--- src/rtl/ram_access_ctrl.sv ---
// Table-RAM front end: post-reset init sweep, then valid/ready write and read arbitration.
// Define RAM_ACCESS_BYPASS_EN to forward same-cycle write data to a colliding read.
module ram_access_ctrl #(
  parameter int                    ADDR_WIDTH = 6,
  parameter int                    DATA_WIDTH = 64,
  parameter logic [DATA_WIDTH-1:0] INIT_VALUE = '0
) (
  input  logic                  clk,
  input  logic                  rst,
  output logic                  init_done,
  input  logic                  wr_valid,
  output logic                  wr_ready,
  input  logic [ADDR_WIDTH-1:0] wr_addr,
  input  logic [DATA_WIDTH-1:0] wr_data,
  input  logic                  rd_valid,
  output logic                  rd_ready,
  input  logic [ADDR_WIDTH-1:0] rd_addr,
  output logic                  rd_resp_valid,
  input  logic                  rd_resp_ready,
  output logic [DATA_WIDTH-1:0] rd_resp_data,
  output logic                  ram_write_en,
  output logic [ADDR_WIDTH-1:0] ram_write_addr,
  output logic [DATA_WIDTH-1:0] ram_write_data,
  output logic [ADDR_WIDTH-1:0] ram_read_addr,
  input  logic [DATA_WIDTH-1:0] ram_read_data
);

  typedef enum logic {INIT, RUN} state_t;

  localparam logic [ADDR_WIDTH-1:0] LAST_ADDR = '1;

  state_t                  state;
  state_t                  state_nxt;
  logic [ADDR_WIDTH-1:0]   init_cnt;
  logic                    run_ok;
  logic                    wr_accept;
  logic                    rd_accept;
  logic [DATA_WIDTH-1:0]   fwd_data;
  logic                    vld_p1;
  logic [DATA_WIDTH-1:0]   data_p1;

  always_ff @(posedge clk) begin
    if (rst) begin
      state    <= INIT;
      init_cnt <= '0;
    end else begin
      state <= state_nxt;
      if (state == INIT) init_cnt <= init_cnt + ADDR_WIDTH'(1);
    end
  end

  always_comb begin
    state_nxt      = state;
    run_ok         = (state == RUN) && !rst;
    init_done      = run_ok;
    wr_ready       = run_ok;
    rd_ready       = run_ok && (!vld_p1 || rd_resp_ready);
    wr_accept      = wr_valid && wr_ready;
    rd_accept      = rd_valid && rd_ready;
    ram_write_en   = 1'b0;
    ram_write_addr = wr_addr;
    ram_write_data = wr_data;
    ram_read_addr  = rd_addr;
    fwd_data       = ram_read_data;
    if ((state == INIT) && (init_cnt == LAST_ADDR)) state_nxt = RUN;
    // Reset gates the write strobe so a stale RUN state cannot leak a write.
    if (!rst) begin
      if (state == INIT) begin
        ram_write_en   = 1'b1;
        ram_write_addr = init_cnt;
        ram_write_data = INIT_VALUE;
      end else begin
        ram_write_en   = wr_accept;
      end
    end
`ifdef RAM_ACCESS_BYPASS_EN
    if (wr_accept && (wr_addr == rd_addr)) fwd_data = wr_data;
`endif
  end

  // Stage p1: registered read response, held while the consumer stalls.
  always_ff @(posedge clk) begin
    if (rst) begin
      vld_p1  <= 1'b0;
      data_p1 <= '0;
    end else if (rd_accept) begin
      vld_p1  <= 1'b1;
      data_p1 <= fwd_data;
    end else if (rd_resp_ready) begin
      vld_p1  <= 1'b0;
    end
  end

  assign rd_resp_valid = vld_p1;
  assign rd_resp_data  = data_p1;

endmodule

--- config.mk ---
export PLATFORM = sky130hd
export DESIGN_NAME = ram_access_ctrl
export DESIGN_NICKNAME = d
export VERILOG_FILES = /design/src/rtl/ram_access_ctrl.sv
export SDC_FILE = /design/constraint.sdc
export NUM_CORES = 1
export LEC_CHECK = 0
export ABC_AREA = 1
export CORE_ASPECT_RATIO = 0.7
export CORE_MARGIN = 8
export CORE_UTILIZATION = 33
export DETAILED_ROUTE_END_ITERATION = 12
export MAX_ROUTING_LAYER = met4
export PLACE_DENSITY = 0.81
export REMOVE_ABC_BUFFERS = 1
export SLEW_MARGIN = 20
export SYNTH_ARGS = -nofsm -noshare
export SYNTH_HDL_FRONTEND = slang
export SYNTH_SLANG_ARGS = --single-unit
--- constraint.sdc ---
create_clock -name clk -period 2.1 [get_ports clk]
set_clock_uncertainty 0.1 [all_clocks]
set_input_delay 0.63 -clock clk [delete_from_list [all_inputs] [get_ports clk]]
set_output_delay 0.63 -clock clk [all_outputs]
set_load 0.1 [all_outputs]
==> results of run 1 <==
flip-flops by register name, summed over array words and instances, names as in the netlist:
signal / flops
rd_resp_data: 64
init_cnt: 6
rd_resp_valid: 1
state: 1
routing by layer:
layer,routed length [um],vias up,global-route usage (%)
met4,709,0,11.6
li1,-,2281,-
met2,11100,193,54.7
met5,0,-,-
met1,7130,2250,26.0
met3,1660,49,9.67
cells by family (layout without fill, tap and decap cells):
kind of cell,Yosys count,after routing,share of synthesized area [%]
compound gates,14,14,1.96
other cells,0,2,0
flops,72,72,40.4
simple gates,352,352,37.6
buf+inv,174,468,19.6
fa+ha+maj,1,1,0.351
critical path, cell delays in order:
cell and delay [ns]:
buf_8 0.10, nor2_4 0.13, buf_6 0.13, buf_12 0.13, nor2_4 0.03, a21oi_2 0.15, buf_12 0.20
worst paths after layout:
check	startpoint	to	slack, ns	depth (start not counted)
min reg2reg	rd_resp_data[16]	rd_resp_data[16]	0.44	4
min	rd_resp_data[16]	rd_resp_data[16]	0.44	4
max reg2reg	state	rd_resp_data[3]	0.33	10
max	rst	ram_write_addr[4]	-0.16	7
final cells by class:
cell class | count | area share (%)
Timing Repair Buffer | 313 | 51.3
Multi-Input combinational cell | 367 | 20.9
Sequential cell | 72 | 16.0
Inverter | 139 | 5.86
Clock buffer | 11 | 2.69
Tap cell | 132 | 1.83
Clock inverter | 5 | 1.41
Antenna cell | 2 | 0.0554
timing repair:
action                     4_1_cts  5_1_grt
setup endpoints to repair       74      104
pin swaps                       57       17
buffers inserted                11        3
hold buffers                     0        0
gates resized for setup        191       33
cloned                           4        0
placed cells by master (no fill, tap or decap), types with 2 or more instances in the layout:
| master | Yosys | routed |
|---|---|---|
| inv_1 | 137 | 118 |
| buf_6 | 0 | 7 |
| clkdlybuf4s50_1 | 0 | 91 |
| nand2_2 | 0 | 7 |
| clkbuf_16 | 0 | 9 |
| o21ai_0 | 8 | 5 |
| nor2_2 | 0 | 25 |
| buf_16 | 0 | 3 |
| buf_12 | 0 | 147 |
| bufinv_16 | 0 | 4 |
| nand3_1 | 4 | 4 |
| nor2_1 | 199 | 132 |
| a21oi_1 | 6 | 4 |
| nor2_4 | 1 | 43 |
| dlymetal6s2s_1 | 0 | 9 |
| diode_2 | 0 | 2 |
| buf_4 | 8 | 17 |
| o21ai_4 | 0 | 3 |
| inv_2 | 2 | 19 |
| dfxtp_1 | 72 | 71 |
| nand2_1 | 146 | 138 |
| dlygate4sd2_1 | 0 | 37 |
report_power, final:
group / internal (mW) / leakage, nW / switching [mW]
Combinational: 0.609 / 3.68 / 0.888
Clock: 1.31 / 0.176 / 0.584
Sequential: 1.37 / 0.581 / 0.00446
Total: 3.29 / 4.43 / 1.48
stage by stage:
| stage | total power, mW | setup WS, ns | instance area [um2] | std cells |
|---|---|---|---|---|
| 4_1_cts | 4.76 | -0.134 | 8920 | 1036 |
| 6_report | 4.77 | -0.158 | 9030 | 1041 |
| 3_3_place_gp | 2.71 | -0.580 | 7920 | 1005 |
| 2_1_floorplan | 2.05 | -4.22 | 3390 | 578 |
| 3_5_place_dp | 2.73 | -0.609 | 7920 | 1005 |
| 5_1_grt | 4.88 | -0.188 | 9030 | 1041 |
==> run_results.csv, run 1 <==
group,metric,value,unit
synthesis,yosysMostFrequentCell,"nor2_1",
die,ioPinCount,290,
place,port_buffers,277,
die,die_w,140,um
critical_path,cp-end-kind,"output port",
route,vias,4773,
synthesis,syn-cell-area,3570,um2
outcome,violations,"negative setup slack",
global_routing,grt-ovfl-total,0,
synthesis,ys_seq_area_share,40.4,%
clock_tree,tritoncts,"built",
synthesis,yosys-top-cells-count,"nor2_1, nand2_1, inv_1",
clock_tree,cts.clk_slew.worst_paths,0.06,ns
place,place_congestion,0.811,
final_layout,final_util,86.5,%
die,die_h,103,um
route,firstDrtPassIters,4,
synthesis,synth_cell_types,15,
critical_path,cp.required,1.37,ns
pwr,power_leakage,4.43,nW
die,initial_core_util,34.2,%
final_layout,drive_gt1_share,32.5,%
critical_path,cp_max_fo,5,
synthesis,synth-edff-count,0,
final_layout,final_nets,1048,
global_routing,grt_max_degree,38,
global_routing,antenna_found_initial,2,
final_layout,syn2layout_area_growth,153,%
route,totalWireLength,20.6,mm
run,maxCapViolations,0,
die,die-area,14400,um2
final_layout,multiInputGateArea,1880,um2
sta,fmax,443,MHz
global_routing,first_global_vias,5159,
global_routing,grt_use_total,28.5,%
clock_tree,cts_buffers,9,
synthesis,synth_cells,613,
critical_path,worst_setup_path_start_kind,"input port",
route,initialDrtViolationCount,167,
route,vias_per_cell,4.59,
pwr,power_per_cell_area,528,nW/um2
clock_tree,clock_latency,0.33,ns
synthesis,synth_top_area_share,40.4,%
sta,setup_tns,-7.47,ns
clock_tree,htreeDepth,3,
synthesis,ys_ff_latch,72,
sta,finalMaxSlewViolations,0,
clock_tree,cts_sinks,72,
pwr,vdd.ir_drop.worst,0.000527,V
synthesis,syn_avg_cell_area,5.82,um2
die,core_area,10400,um2
die,rows,31,
clock_tree,root_buffer,"clkbuf_16",
synthesis,yosysTopAreaCell,"dfxtp_1",
sta,max_slew_margin,71.9,%
outcome,outcome,"finished with violations",
route,wl_per_cell,19.8,um
sta,finalCritPeriodShare,108,%
sta,finalSetupViolations,68,
global_routing,grt_pass1_wl,29.9,mm
sta,hold_viol_final,0,
clock_tree,clock_path_buffers,2,
route,ant_nets,0,
sta,fin_crit,2.26,ns
route,drc,0,
synthesis,async_reset_ff_share,0,%
synthesis,ys.flop_type,"dfxtp_1",
critical_path,crit_arrival,1.53,ns
sta,whs,0.445,ns
sta,tightest_slew,0.421,ns
critical_path,worstSetupPathType,"in2out",
sta,setup_slack,-0.158,ns
final_layout,nFillCells,495,
final_layout,seq_area,1450,um2
synthesis,ys_top_cells_by_area,"dfxtp_1, nor2_1, nand2_1, inv_1, buf_2",
min_path,worstHoldPathType,"reg2reg",
place,hpwlAfterDp,13.3,mm
sta,rsz0062_at_grt,"true",
synthesis,yosysWarnings,0,
No activity file was read; power rests on OpenSTA's default activity.
==> run 2, diff against run 1 <==
--- a/config.mk
+++ b/config.mk
@@ -5,7 +5,7 @@
 export SDC_FILE = /design/constraint.sdc
 export NUM_CORES = 1
 export LEC_CHECK = 0
-export ABC_AREA = 1
+export ABC_AREA = 0
 export CORE_ASPECT_RATIO = 0.7
 export CORE_MARGIN = 8
 export CORE_UTILIZATION = 33
==> run 2 against run 1 <==
  * The flow still finishes with violations (negative setup slack)
  * Routed wire length shrank 7.6%
  * Clock-buffer cell count is the same
  * Final cell count shrank 20%
  * Core utilization shrank 4.9 points
  * Area after synthesis grew 0.49%
  * Sequential share of layout area grew 0.36 points
  * First-iteration DRC count grew 43%
  * Flip-flop and latch count is the same
==> run_results.csv, run 2 <==
group,metric,value,unit
run,maxCapViolations,0,
final_layout,most-common-layout-cells,"buf_12, clkdlybuf4s50_1, dfxtp_1",
clock_tree,root_buffer,"clkbuf_16",
final_layout,drive_gt1_share,38.4,%
clock_tree,clock_path_buffers,2,
clock_tree,cts.clk_slew.worst_paths,0.06,ns
route,vias_per_cell,5.13,
synthesis,yosys-top-cells-count,"dfxtp_1, inv_1, nor2b_1",
die,core_area,10800,um2
sta,finalSetupViolations,73,
pwr,power_per_cell_area,513,nW/um2
sta,fmax,439,MHz
route,wl_per_cell,22.9,um
pwr,power_leakage,3.84,nW
global_routing,first_global_vias,4554,
synthesis,synth_cell_types,35,
sta,rsz0062_at_grt,"true",
global_routing,grt_use_total,24.7,%
critical_path,cp.required,1.37,ns
critical_path,worst_setup_path_start_kind,"input port",
synthesis,ys_ff_latch,72,
die,ioPinCount,290,
route,ant_nets,0,
clock_tree,htreeDepth,3,
synthesis,synth_cells,416,
global_routing,grt_pass1_wl,26.7,mm
outcome,violations,"negative setup slack",
global_routing,gr-usage-met2,46.2,%
sta,finalMaxSlewViolations,0,
synthesis,ys_seq_area_share,40.2,%
clock_tree,holdBufCountCts,0,
global_routing,grt_max_degree,65,
global_routing,grt-busiest-layer,"met2",
place,place_congestion,0.708,
sta,fin_crit,2.28,ns
final_layout,final_cells,831,
final_layout,final_nets,834,
min_path,worstHoldPathType,"reg2reg",
sta,hold_viol_final,0,
synthesis,ys_top_cells_by_area,"dfxtp_1, nor2b_1, o311ai_0, o21ai_1, inv_1",
die,die-area,14500,um2
die,rows,32,
pwr,p_total,4.53,mW
clock_tree,tritoncts,"built",
route,firstDrtPassIters,7,
clock_tree,cts_sinks,72,
synthesis,yosysMostFrequentCell,"dfxtp_1",
place,port_buffers,277,
route,drc,0,
sta,setup_slack,-0.178,ns
global_routing,grt-ovfl-total,0,
global_routing,antenna_found_initial,2,
final_layout,nFillCells,590,
route,initialDrtViolationCount,238,
outcome,outcome,"finished with violations",
place,hpwlAfterDp,13.3,mm
synthesis,syn-cell-area,3580,um2
synthesis,synth_top_area_share,40.2,%
critical_path,worstSetupPathType,"in2out",
synthesis,yosysTopAreaCell,"dfxtp_1",
final_layout,final_common_cell,"buf_12",
synthesis,ys.flop_type,"dfxtp_1",
pwr,vdd.ir_drop.worst,0.000470,V
die,die_h,103,um
die,die_w,141,um
synthesis,async_reset_ff_share,0,%
synthesis,syn_avg_cell_area,8.62,um2
final_layout,largest_reg_flops,64,
critical_path,cp_max_fo,6,
synthesis,yosysWarnings,0,
place,dp_cells,802,
clock_tree,cts_buffers,9,
synthesis,synth-edff-count,0,
sta,finalCritPeriodShare,108,%
sta,max_slew_margin,56.0,%
route,totalWireLength,19.1,mm
clock_tree,clock_latency,0.32,ns
critical_path,crit_arrival,1.55,ns
critical_path,cp-end-kind,"output port",
sta,tightest_slew,0.660,ns
route,vias,4267,
die,initial_core_util,33.2,%
global_routing,grt_use_met3,7.79,%
final_layout,final_util,81.7,%
sta,whs,0.423,ns
global_routing,met1_usage,24.9,%
final_layout,syn2layout_area_growth,146,%
==> run 2: metal layers <==
| layer | wire, um | vias up |
|---|---|---|
| met4 | 425 | 0 |
| met2 | 10700 | 162 |
| li1 | - | 1980 |
| met1 | 6830 | 2098 |
| met3 | 1120 | 27 |
| met5 | 0 | - |
==> run 2: power breakdown <==
group,switching (mW),internal (mW),total [mW]
logic,0.850,0.673,1.52
clock network,0.554,1.07,1.62
registers,0.0106,1.37,1.38
==> run 2: cell families after synthesis <==
kind of cell	synth area share (%)
buffers and inverters	15.8
AOI/OAI and AO/OA	25.7
adders and majority gates	0.349
and+or+nand+nor	14.8
muxes	2.16
DFF	40.2
xor gates and xnor gates	0.977
==> run 2: path summary, 6_finish.rpt <==
| path | start | slack, ns | end | cells after the start |
|---|---|---|---|---|
| min reg2reg | rd_resp_data[49] | 0.42 | rd_resp_data[49] | 2 |
| max | rst | -0.18 | ram_write_addr[3] | 5 |
| max reg2reg | state | 0.39 | rd_resp_data[16] | 7 |
| min | rd_resp_data[49] | 0.42 | rd_resp_data[49] | 2 |
==> run 2: through the flow <==
stage | setup TNS (ns) | instance area (um2) | worst slack, ns
finish | -8.94 | 8830 | -0.178
global route | -10.30 | 8830 | -0.202
CTS | -9.12 | 8630 | -0.180
detailed placement | -62.11 | 7870 | -0.619
global placement | -59.18 | 7870 | -0.597
floorplan | -167.14 | 3270 | -1.74
==> run 2: repair_timing <==
item,CTS,global route
pin swaps,2,1
gates cloned,4,1
gates resized for setup,114,53
setup buffers,4,7
endpoints found under the setup margin,121,74
==> run 2: critical path, stage by stage <==
cell    delay [ns]
buf_8         0.10
nor2_4        0.15
buf_12        0.16
mux2_4        0.32
buf_12        0.17
==> run 2: area by class of cell <==
class	count	area, um2	area share [%]
Clock buffer	11	243	2.75
Clock inverter	5	80.1	0.907
Timing Repair Buffer	311	4670	52.9
Sequential cell	72	1450	16.4
Multi-Input combinational cell	227	1960	22.2
Inverter	67	254	2.88
Antenna cell	2	5.00	0.0567
Tap cell	136	170	1.93
==> run 3, diff against run 2 <==
--- a/config.mk
+++ b/config.mk
@@ -8,10 +8,12 @@
 export ABC_AREA = 0
 export CORE_ASPECT_RATIO = 0.7
 export CORE_MARGIN = 8
-export CORE_UTILIZATION = 33
+export CORE_UTILIZATION = 34
+export CTS_BUF_LIST = sky130_fd_sc_hd__clkbuf_8
 export DETAILED_ROUTE_END_ITERATION = 12
+export HOLD_SLACK_MARGIN = 0.12
 export MAX_ROUTING_LAYER = met4
-export PLACE_DENSITY = 0.81
+export PLACE_DENSITY = 0.83
 export REMOVE_ABC_BUFFERS = 1
 export SLEW_MARGIN = 20
 export SYNTH_ARGS = -nofsm -noshare
==> run 3 against run 2 <==
  * The flow still finishes with violations (negative setup slack)
  * Sequential power barely moved
  * Sequential share of layout area grew 0.32 points
  * First-iteration DRC count is 28% lower
  * Core utilization rose by 2.3 points
  * Critical path type unchanged
==> run_results.csv, run 3 (synthesized netlist as in run 2, its figures left out) <==
group,metric,value,unit
outcome,outcome,"finished with violations",
sta,setup_tns,-10.24,ns
clock_tree,holdBufCountCts,0,
critical_path,worstSetupPathType,"in2out",
final_layout,drive_gt1_share,39.1,%
die,die_w,139,um
run,maxCapViolations,0,
place,hpwlAfterDp,13.5,mm
die,die-area,14100,um2
route,vias,4340,
sta,fin_crit,2.30,ns
route,totalWireLength,19.5,mm
clock_tree,htreeDepth,3,
place,dpl_cell_area,7820,um2
sta,finalSetupViolations,73,
global_routing,grt_use_total,25.3,%
route,firstDrtPassIters,6,
global_routing,grt_pass1_wl,26.9,mm
sta,finalCritPeriodShare,110,%
critical_path,cp-end-kind,"output port",
global_routing,antenna_found_initial,2,
die,core_area,10300,um2
clock_tree,cts_buffers,9,
critical_path,cp.required,1.37,ns
pwr,power_leakage,3.71,nW
pwr,vdd.ir_drop.worst,0.000314,V
final_layout,final_nets,834,
pwr,power_per_cell_area,459,nW/um2
place,place_congestion,0.851,
final_layout,final_common_cell,"buf_12",
die,initial_core_util,34.7,%
global_routing,first_global_vias,4443,
sta,setup_slack,-0.202,ns
die,rows,31,
die,ioPinCount,290,
sta,finalMaxSlewViolations,0,
clock_tree,clock_latency,0.35,ns
sta,hold_viol_final,0,
sta,rsz0062_at_grt,"true",
global_routing,grt_max_degree,65,
sta,fmax,434,MHz
global_routing,grt-ovfl-total,0,
clock_tree,root_buffer,"clkbuf_8",
critical_path,cp_max_fo,6,
sta,tightest_slew,0.635,ns
place,port_buffers,277,
final_layout,multiInputGateArea,1950,um2
outcome,violations,"negative setup slack",
final_layout,seq_area,1450,um2
final_layout,syn2layout_area_growth,142,%
clock_tree,cts_sinks,72,
route,initialDrtViolationCount,172,
final_layout,largest_reg_flops,64,
final_layout,most-common-layout-cells,"buf_12, clkdlybuf4s50_1, dfxtp_1",
route,wl_per_cell,23.6,um
final_layout,nFillCells,522,
sta,whs,0.433,ns
critical_path,crit_arrival,1.57,ns
final_layout,postLayoutCellArea,8660,um2
final_layout,final_cells,827,
min_path,worstHoldPathType,"reg2reg",
die,die_h,102,um
clock_tree,clock_path_buffers,2,
clock_tree,tritoncts,"built",
clock_tree,cts.clk_slew.worst_paths,0.07,ns
critical_path,worst_setup_path_start_kind,"input port",
route,drc,0,
final_layout,final_util,83.9,%
route,ant_nets,0,
route,vias_per_cell,5.25,
place,dp_cells,792,
sta,max_slew_margin,57.7,%
==> run 3: worst max-delay path: stages <==
cell and delay (ns):
buf_8 0.10, nor2_4 0.17, buf_12 0.16, mux2_4 0.34, buf_12 0.17
==> run 3: timing repair <==
item	CTS	global route
pin swaps	3	1
setup endpoints to repair	101	75
gates cloned	3	3
resized for setup	118	41
buffers inserted	9	5
==> run 3: power by group <==
group          internal [mW]  switching (mW)  leakage (nW)  total [mW]
clock network          0.540           0.530         0.106        1.07
logic                  0.669           0.854          3.02        1.52
registers               1.37          0.0106         0.581        1.38
total                   2.58            1.39          3.71        3.97
==> run 3: metrics by stage <==
step | power (mW) | setup slack [ns]
after global routing | 4.10 | -0.218
after floorplan | 2.09 | -1.74
after detailed placement | 2.79 | -0.618
final | 3.97 | -0.202
after CTS | 3.94 | -0.192
after global placement | 2.77 | -0.593
==> run 3: worst paths after layout <==
| kind | endpoint | slack, ns | cells past startpoint | from |
|---|---|---|---|---|
| setup / recovery | ram_write_addr[2] | -0.20 | 5 | rst |
| hold / removal | rd_resp_data[51] | 0.43 | 2 | rd_resp_data[51] |
| setup reg to reg | rd_resp_data[46] | 0.08 | 7 | state |
| hold reg to reg | rd_resp_data[51] | 0.43 | 2 | rd_resp_data[51] |
==> run 3: area by class of cell <==
type | count | area share (%)
clock inverter | 7 | 0.751
antenna | 2 | 0.0578
tap | 132 | 1.91
inverter | 67 | 2.93
clock buffer | 9 | 1.43
timing repair buffer | 311 | 53.7
sequential | 72 | 16.7
multi-input combinational | 227 | 22.5
==> run 3: metal layers <==
metal  vias to the layer above  global-route usage, %  share of wire [%]
li1                       1978                      -                  -
met5                         -                      -                  0
met3                        43                   7.05                5.4
met1                      2128                   25.2                 36
met4                         0                   9.99                3.5
met2                       191                   46.9                 55
